`config.mk`:
```
export PLATFORM = sky130hd
export DESIGN_NAME = spu_rx_ctl
export DESIGN_NICKNAME = d
export VERILOG_FILES = /design/src/rtl/spu_rx_ctl.sv
export SDC_FILE = /design/constraint.sdc
export NUM_CORES = 1
export LEC_CHECK = 0
export CAP_MARGIN = 20
export CELL_PAD_IN_SITES_DETAIL_PLACEMENT = 0
export CELL_PAD_IN_SITES_GLOBAL_PLACEMENT = 1
export CORE_MARGIN = 2
export CORE_UTILIZATION = 23
export CTS_BUF_LIST = sky130_fd_sc_hd__clkbuf_8 sky130_fd_sc_hd__clkbuf_16
export CTS_CLUSTER_DIAMETER = 40
export DETAILED_ROUTE_END_ITERATION = 10
export PLACE_DENSITY = 0.83
export SYNTH_ARGS = -nofsm -noshare
export SYNTH_HDL_FRONTEND = slang
export SYNTH_SLANG_ARGS = --single-unit
```
`constraint.sdc`:
```
create_clock -name clk -period 2.8 [get_ports clk]
set_input_delay 0.28 -clock clk [delete_from_list [all_inputs] [get_ports clk]]
set_output_delay 0.28 -clock clk [all_outputs]
set_load 0.03 [all_outputs]
```
`src/rtl/spu_rx_ctl.sv`:
```
`default_nettype none
// ============================================================================
// Module   : spu_rx_ctl
// Purpose  : Receive-side SPU packet controller. Takes a head flit plus LEN
//            data flits from the NoC and writes them to consecutive SRAM words.
// Revision : 1.0 - initial release
// ============================================================================
module spu_rx_ctl #(
  parameter int DATA_W     = 128,
  parameter int LEN_W      = 8,
  parameter int ADDR_W     = 10,
  parameter int FLT_TO_DLY = 2000
) (
  input  logic              clk,
  input  logic              rstn,
  input  logic              id_vld,
  output logic              id_rdy,
  input  logic              id_head,
  input  logic [DATA_W-1:0] id_data,
  output logic              sram_wr_en,
  output logic [ADDR_W-1:0] sram_wr_addr,
  output logic [DATA_W-1:0] sram_wr_data,
  input  logic              sram_wr_rdy,
  input  logic              retire_keep,
  output logic              pkt_done,
  output logic [LEN_W-1:0]  pkt_len,
  output logic              data_flt_timeout,
  output logic              miss_head_flt,
  output logic              len_error
);

  localparam int C_TICK_W = $clog2(FLT_TO_DLY + 2);

  typedef enum logic [3:0] {
    ST_IDLE  = 4'b0001,
    ST_RDF   = 4'b0010,
    ST_DONE  = 4'b0100,
    ST_ERROR = 4'b1000
  } state_e;

  state_e              state_q, state_d;
  logic [ADDR_W-1:0]   wr_addr_q, wr_addr_d;
  logic [LEN_W-1:0]    rem_cnt_q, rem_cnt_d;
  logic [LEN_W-1:0]    pkt_len_q, pkt_len_d;
  logic [C_TICK_W-1:0] ticks_q, ticks_d;
  logic                to_q, to_d;
  logic                miss_q, miss_d;
  logic                len_err_q, len_err_d;

  logic [LEN_W-1:0]    w_hd_len;
  logic [ADDR_W-1:0]   w_hd_base;
  logic                w_wr;

  assign w_hd_len  = id_data[LEN_W-1:0];
  assign w_hd_base = id_data[LEN_W+ADDR_W-1:LEN_W];

  always_comb begin
    state_d    = state_q;
    wr_addr_d  = wr_addr_q;
    rem_cnt_d  = rem_cnt_q;
    pkt_len_d  = pkt_len_q;
    ticks_d    = '0;
    to_d       = 1'b0;
    miss_d     = 1'b0;
    len_err_d  = 1'b0;
    id_rdy     = 1'b0;
    w_wr       = 1'b0;
    pkt_done   = 1'b0;
    case (state_q)
      ST_IDLE: begin
        id_rdy = 1'b1;
        if (id_vld) begin
          if (!id_head) begin
            state_d = ST_ERROR;
            miss_d  = 1'b1;
          end else if (w_hd_len == '0) begin
            state_d   = ST_ERROR;
            len_err_d = 1'b1;
          end else begin
            state_d   = ST_RDF;
            wr_addr_d = w_hd_base;
            rem_cnt_d = w_hd_len;
            pkt_len_d = w_hd_len;
          end
        end
      end
      ST_RDF: begin
        id_rdy = sram_wr_rdy;
        w_wr   = id_vld & sram_wr_rdy & ~id_head;
        // Priority: write, then stray head, then stall timeout.
        if (w_wr) begin
          wr_addr_d = wr_addr_q + ADDR_W'(1);
          rem_cnt_d = rem_cnt_q - LEN_W'(1);
          if (rem_cnt_q == LEN_W'(1)) state_d = ST_DONE;
        end else if (id_vld & id_head & sram_wr_rdy) begin
          state_d   = ST_ERROR;
          len_err_d = 1'b1;
        end else if (ticks_q >= C_TICK_W'(FLT_TO_DLY)) begin
          state_d = ST_ERROR;
          to_d    = 1'b1;
        end else begin
          ticks_d = ticks_q + C_TICK_W'(1);
        end
      end
      ST_DONE: begin
        pkt_done = 1'b1;
        state_d  = ST_IDLE;
      end
      ST_ERROR: begin
        if (retire_keep) begin
          to_d      = to_q;
          miss_d    = miss_q;
          len_err_d = len_err_q;
        end else begin
          state_d = ST_IDLE;
        end
      end
      default: state_d = ST_IDLE;
    endcase
  end

  always_ff @(posedge clk or negedge rstn) begin
    if (!rstn) begin
      state_q   <= ST_IDLE;
      wr_addr_q <= '0;
      rem_cnt_q <= '0;
      pkt_len_q <= '0;
      ticks_q   <= '0;
      to_q      <= 1'b0;
      miss_q    <= 1'b0;
      len_err_q <= 1'b0;
    end else begin
      state_q   <= state_d;
      wr_addr_q <= wr_addr_d;
      rem_cnt_q <= rem_cnt_d;
      pkt_len_q <= pkt_len_d;
      ticks_q   <= ticks_d;
      to_q      <= to_d;
      miss_q    <= miss_d;
      len_err_q <= len_err_d;
    end
  end

  assign sram_wr_en       = w_wr;
  assign sram_wr_addr     = wr_addr_q;
  assign sram_wr_data     = id_data;
  assign pkt_len          = pkt_len_q;
  assign data_flt_timeout = to_q;
  assign miss_head_flt    = miss_q;
  assign len_error        = len_err_q;

endmodule
`default_nettype wire

```
==> flow_summary.ini <==
[status]
status = finished, final reports clean

[synthesis]
ys_async_sr_fraction_pct = 100
synth_top_family_by_area = buffers and inverters
synth-main-ff-cell = dfrtp_1
ys_ff_latch = 44
synth-edff-count = 0
synth_xor_area_share_pct = 2.12
synth-simple-area-share_pct = 15.8
synth.avg_cell_area_um2 = 8.93
ys.warnings.count = 0
yosysSeqAreaShare_pct = 33.3
syn_inst = 371
ys_top_cells_by_area = dfrtp_1 32%, buf_4 29%, nor2_1 3.7%
synth_top_area_share_pct = 32.5
syn-num-nets = 510
synth_area_um2 = 3310
synth_compound_area_share_pct = 13.3
synth_top_cell_by_area = dfrtp_1
synth.area.mux_share_pct = 2.38
synth_fa_ha_area_share_pct = 1.89
synth.distinct_cells = 55

[layout]
area_delta_synth_final_pct = 6.01
drive_gt1_share_pct = 14.2
final_net_count = 456
antennaDiodeCount = 0

[clock_network]
clkTransAtPathRegs_ps = 60
numCtsBuffers = 5
htreeDepth = 2
cts_tree = yes
cts_max_path_buffers = 2
clk-insertion-delay-late_ps = 290
cts_root_buffer = clkbuf_16
cts_sinks = 44

[placed_design]
pre_cts_ws_ps = 403
dp_hpwl_um = 6680
gp_congestion = 0.847
portBuffers = 65

[die]
rows = 43
die_y_um = 124
dieArea_um2 = 15400
core_um2 = 14000
die-width_um = 124
io_pins = 286
start_util_pct = 23.7

[job]
max_cap_violations = 0

[critical_path]
cp_max_fo = 6
start_kind = register
timing.rr.start = state_q[0]$_DFFE_PN1P_
cp_slowest_stage_delay_ps = 710
rrSetupSlack_ps = 560
worstSetupPathType = register to output port
path_cells = or4b_1 -> nor2_1 -> clkdlybuf4s50_1
crit_required_ps = 2520
r2r_cells = 3
r2r_end = rem_cnt_q[2]$_DFFE_PN0P_
crit_arrival_ps = 2200
crit_path_end_kind = output port
slowest_stage = clkdlybuf4s50_1

[grt]
grt_pass1_wl_um = 12700
track_usage_pct = 11.0
grt_pass1_vias = 2271
grt_max_degree = 45
grt_antenna_before_repair = 0
overflow = 0

[sta]
tightest_slew_ps = 904
hold_viol = 0
slew_viol_final = 0
finalWorstSetupSlack_ps = 322
max_clock_freq_mhz = 404
holdWs_ps = 413
setup_viol = 0
period_share_pct = 88.5
period_minus_slack_ps = 2480
finalClockSkew_ps = 3.34
tns_ps = 0
timing.slew.headroom_pct = 39.5
grt_setup_unrepaired = false

[drt]
drt_iter0_drc = 132
vias_per_cell = 4.61
drc = 0
wirelength_um = 8670
dr.pass1.iters = 4
via_count = 2298
ant_nets = 0
wl_per_cell_um = 17.4

[power]
pwr_density_cell_nw_per_um2 = 979
leakage_uw = 0.00138
ir_worst_vdd_mv = 0.397

[worst_hold_path]
hold_class = input port to async pin
metrics by stage:
stage / power [uW] / utilization [%] / area, um2 / std cells
global route: 3650 / 25.1 / 3510 / 498
finish: 3440 / 25.1 / 3510 / 498
floorplan: 2270 / - / 3310 / 371
detailed placement: 2590 / 23.3 / 3270 / 488
CTS: 3470 / 24.9 / 3480 / 496
global placement: 2550 / 23.3 / 3270 / 488
sequential cells by signal, indices dropped and copies added (netlist names):
signal,flops
data_flt_timeout,1
len_error,1
miss_head_flt,1
pkt_len,8
rem_cnt_q,8
sram_wr_addr,10
state_q,4
ticks_q,11
synth_stat cells (all sizes together) (2+ instances only):
library cell,n
buf,131
clkbuf,7
a21oi,14
nand3,9
nor4,5
o2bb2ai,2
nor2,33
o21ai,15
nor3,5
and4,2
xnor2,4
ha,5
nor4b,4
a31oi,3
a21o,3
mux2,7
a32o,3
o221a,3
o22ai,4
o31ai,5
nand4,5
or4b,3
xor2,4
dfrtp,43
o21bai,2
nand2,21
and3,4
inv,8
timing repair:
action	in CTS	in global routing
endpoints found under the hold margin	0	12
hold buffers	0	1
buffers inserted	0	0
resized for setup	0	0
per-layer routing:
| layer | share of wire, % | global-route usage, % |
|---|---|---|
| met1 | 40 | 13.6 |
| met2 | 48 | 18.1 |
| met3 | 10 | 3.62 |
| met4 | 2.1 | 3.65 |
| met5 | 0 | 0 |
worst max-delay path: cells and delay by family (launching register included):
kind,cells,cell delay [ps]
AND/OR/NAND/NOR,2,740
flip-flops,1,450
buffers and inverters,1,710
final cells by class:
class                           instances  area (um2)
Clock inverter                          3        90.1
Sequential cell                        44        1100
Inverter                                8        30.0
Multi-Input combinational cell        181        1180
Timing Repair Buffer                   77         761
Clock buffer                            5         125
Tap cell                              180         225
Fill cell                            1504       10500
power breakdown:
group	switching [uW]	total (uW)	internal, uW
logic	850	1500	653
registers	232	1080	847
clock network	253	855	602
total	1340	3440	2100
cell families after synthesis:
| family | Yosys count |
|---|---|
| compound gates | 64 |
| buf+inv | 146 |
| simple gates | 97 |
| fa+ha+maj | 5 |
| xor+xnor | 8 |
| mux | 7 |
| flops | 44 |
worst max path at each step:
stage | cells after the start | end | slack (ps) | from
after floorplan | 4 | sram_wr_addr[9]$_DFFE_PN0P_ | 770 | state_q[2]$_DFFE_PN0P_
after global placement | 5 | pkt_len[2]$_DFFE_PN0P_ | 430 | id_data[2]
after detailed placement | 6 | rem_cnt_q[4]$_DFFE_PN0P_ | 400 | id_data[2]
after CTS | 3 | sram_wr_en | 300 | state_q[2]$_DFFE_PN0P_
after global routing | 3 | sram_wr_en | 240 | state_q[2]$_DFFE_PN0P_
final | 3 | sram_wr_en | 320 | state_q[2]$_DFFE_PN0P_
cell usage in the layout, fill, tap and decap left out, drive strengths merged, types with 4 or more instances in the layout:
master	count
a21oi	14
nor2	33
mux2	7
clkdlybuf4s50	63
nand2	21
nand3	9
nand4	5
buf	13
o31ai	5
nor4b	4
xor2	4
dfrtp	43
xnor2	4
ha	5
clkbuf	5
inv	8
o22ai	4
nor3	5
nor4	5
and3	4
o21ai	15
No activity file was read; power rests on OpenSTA's default activity.
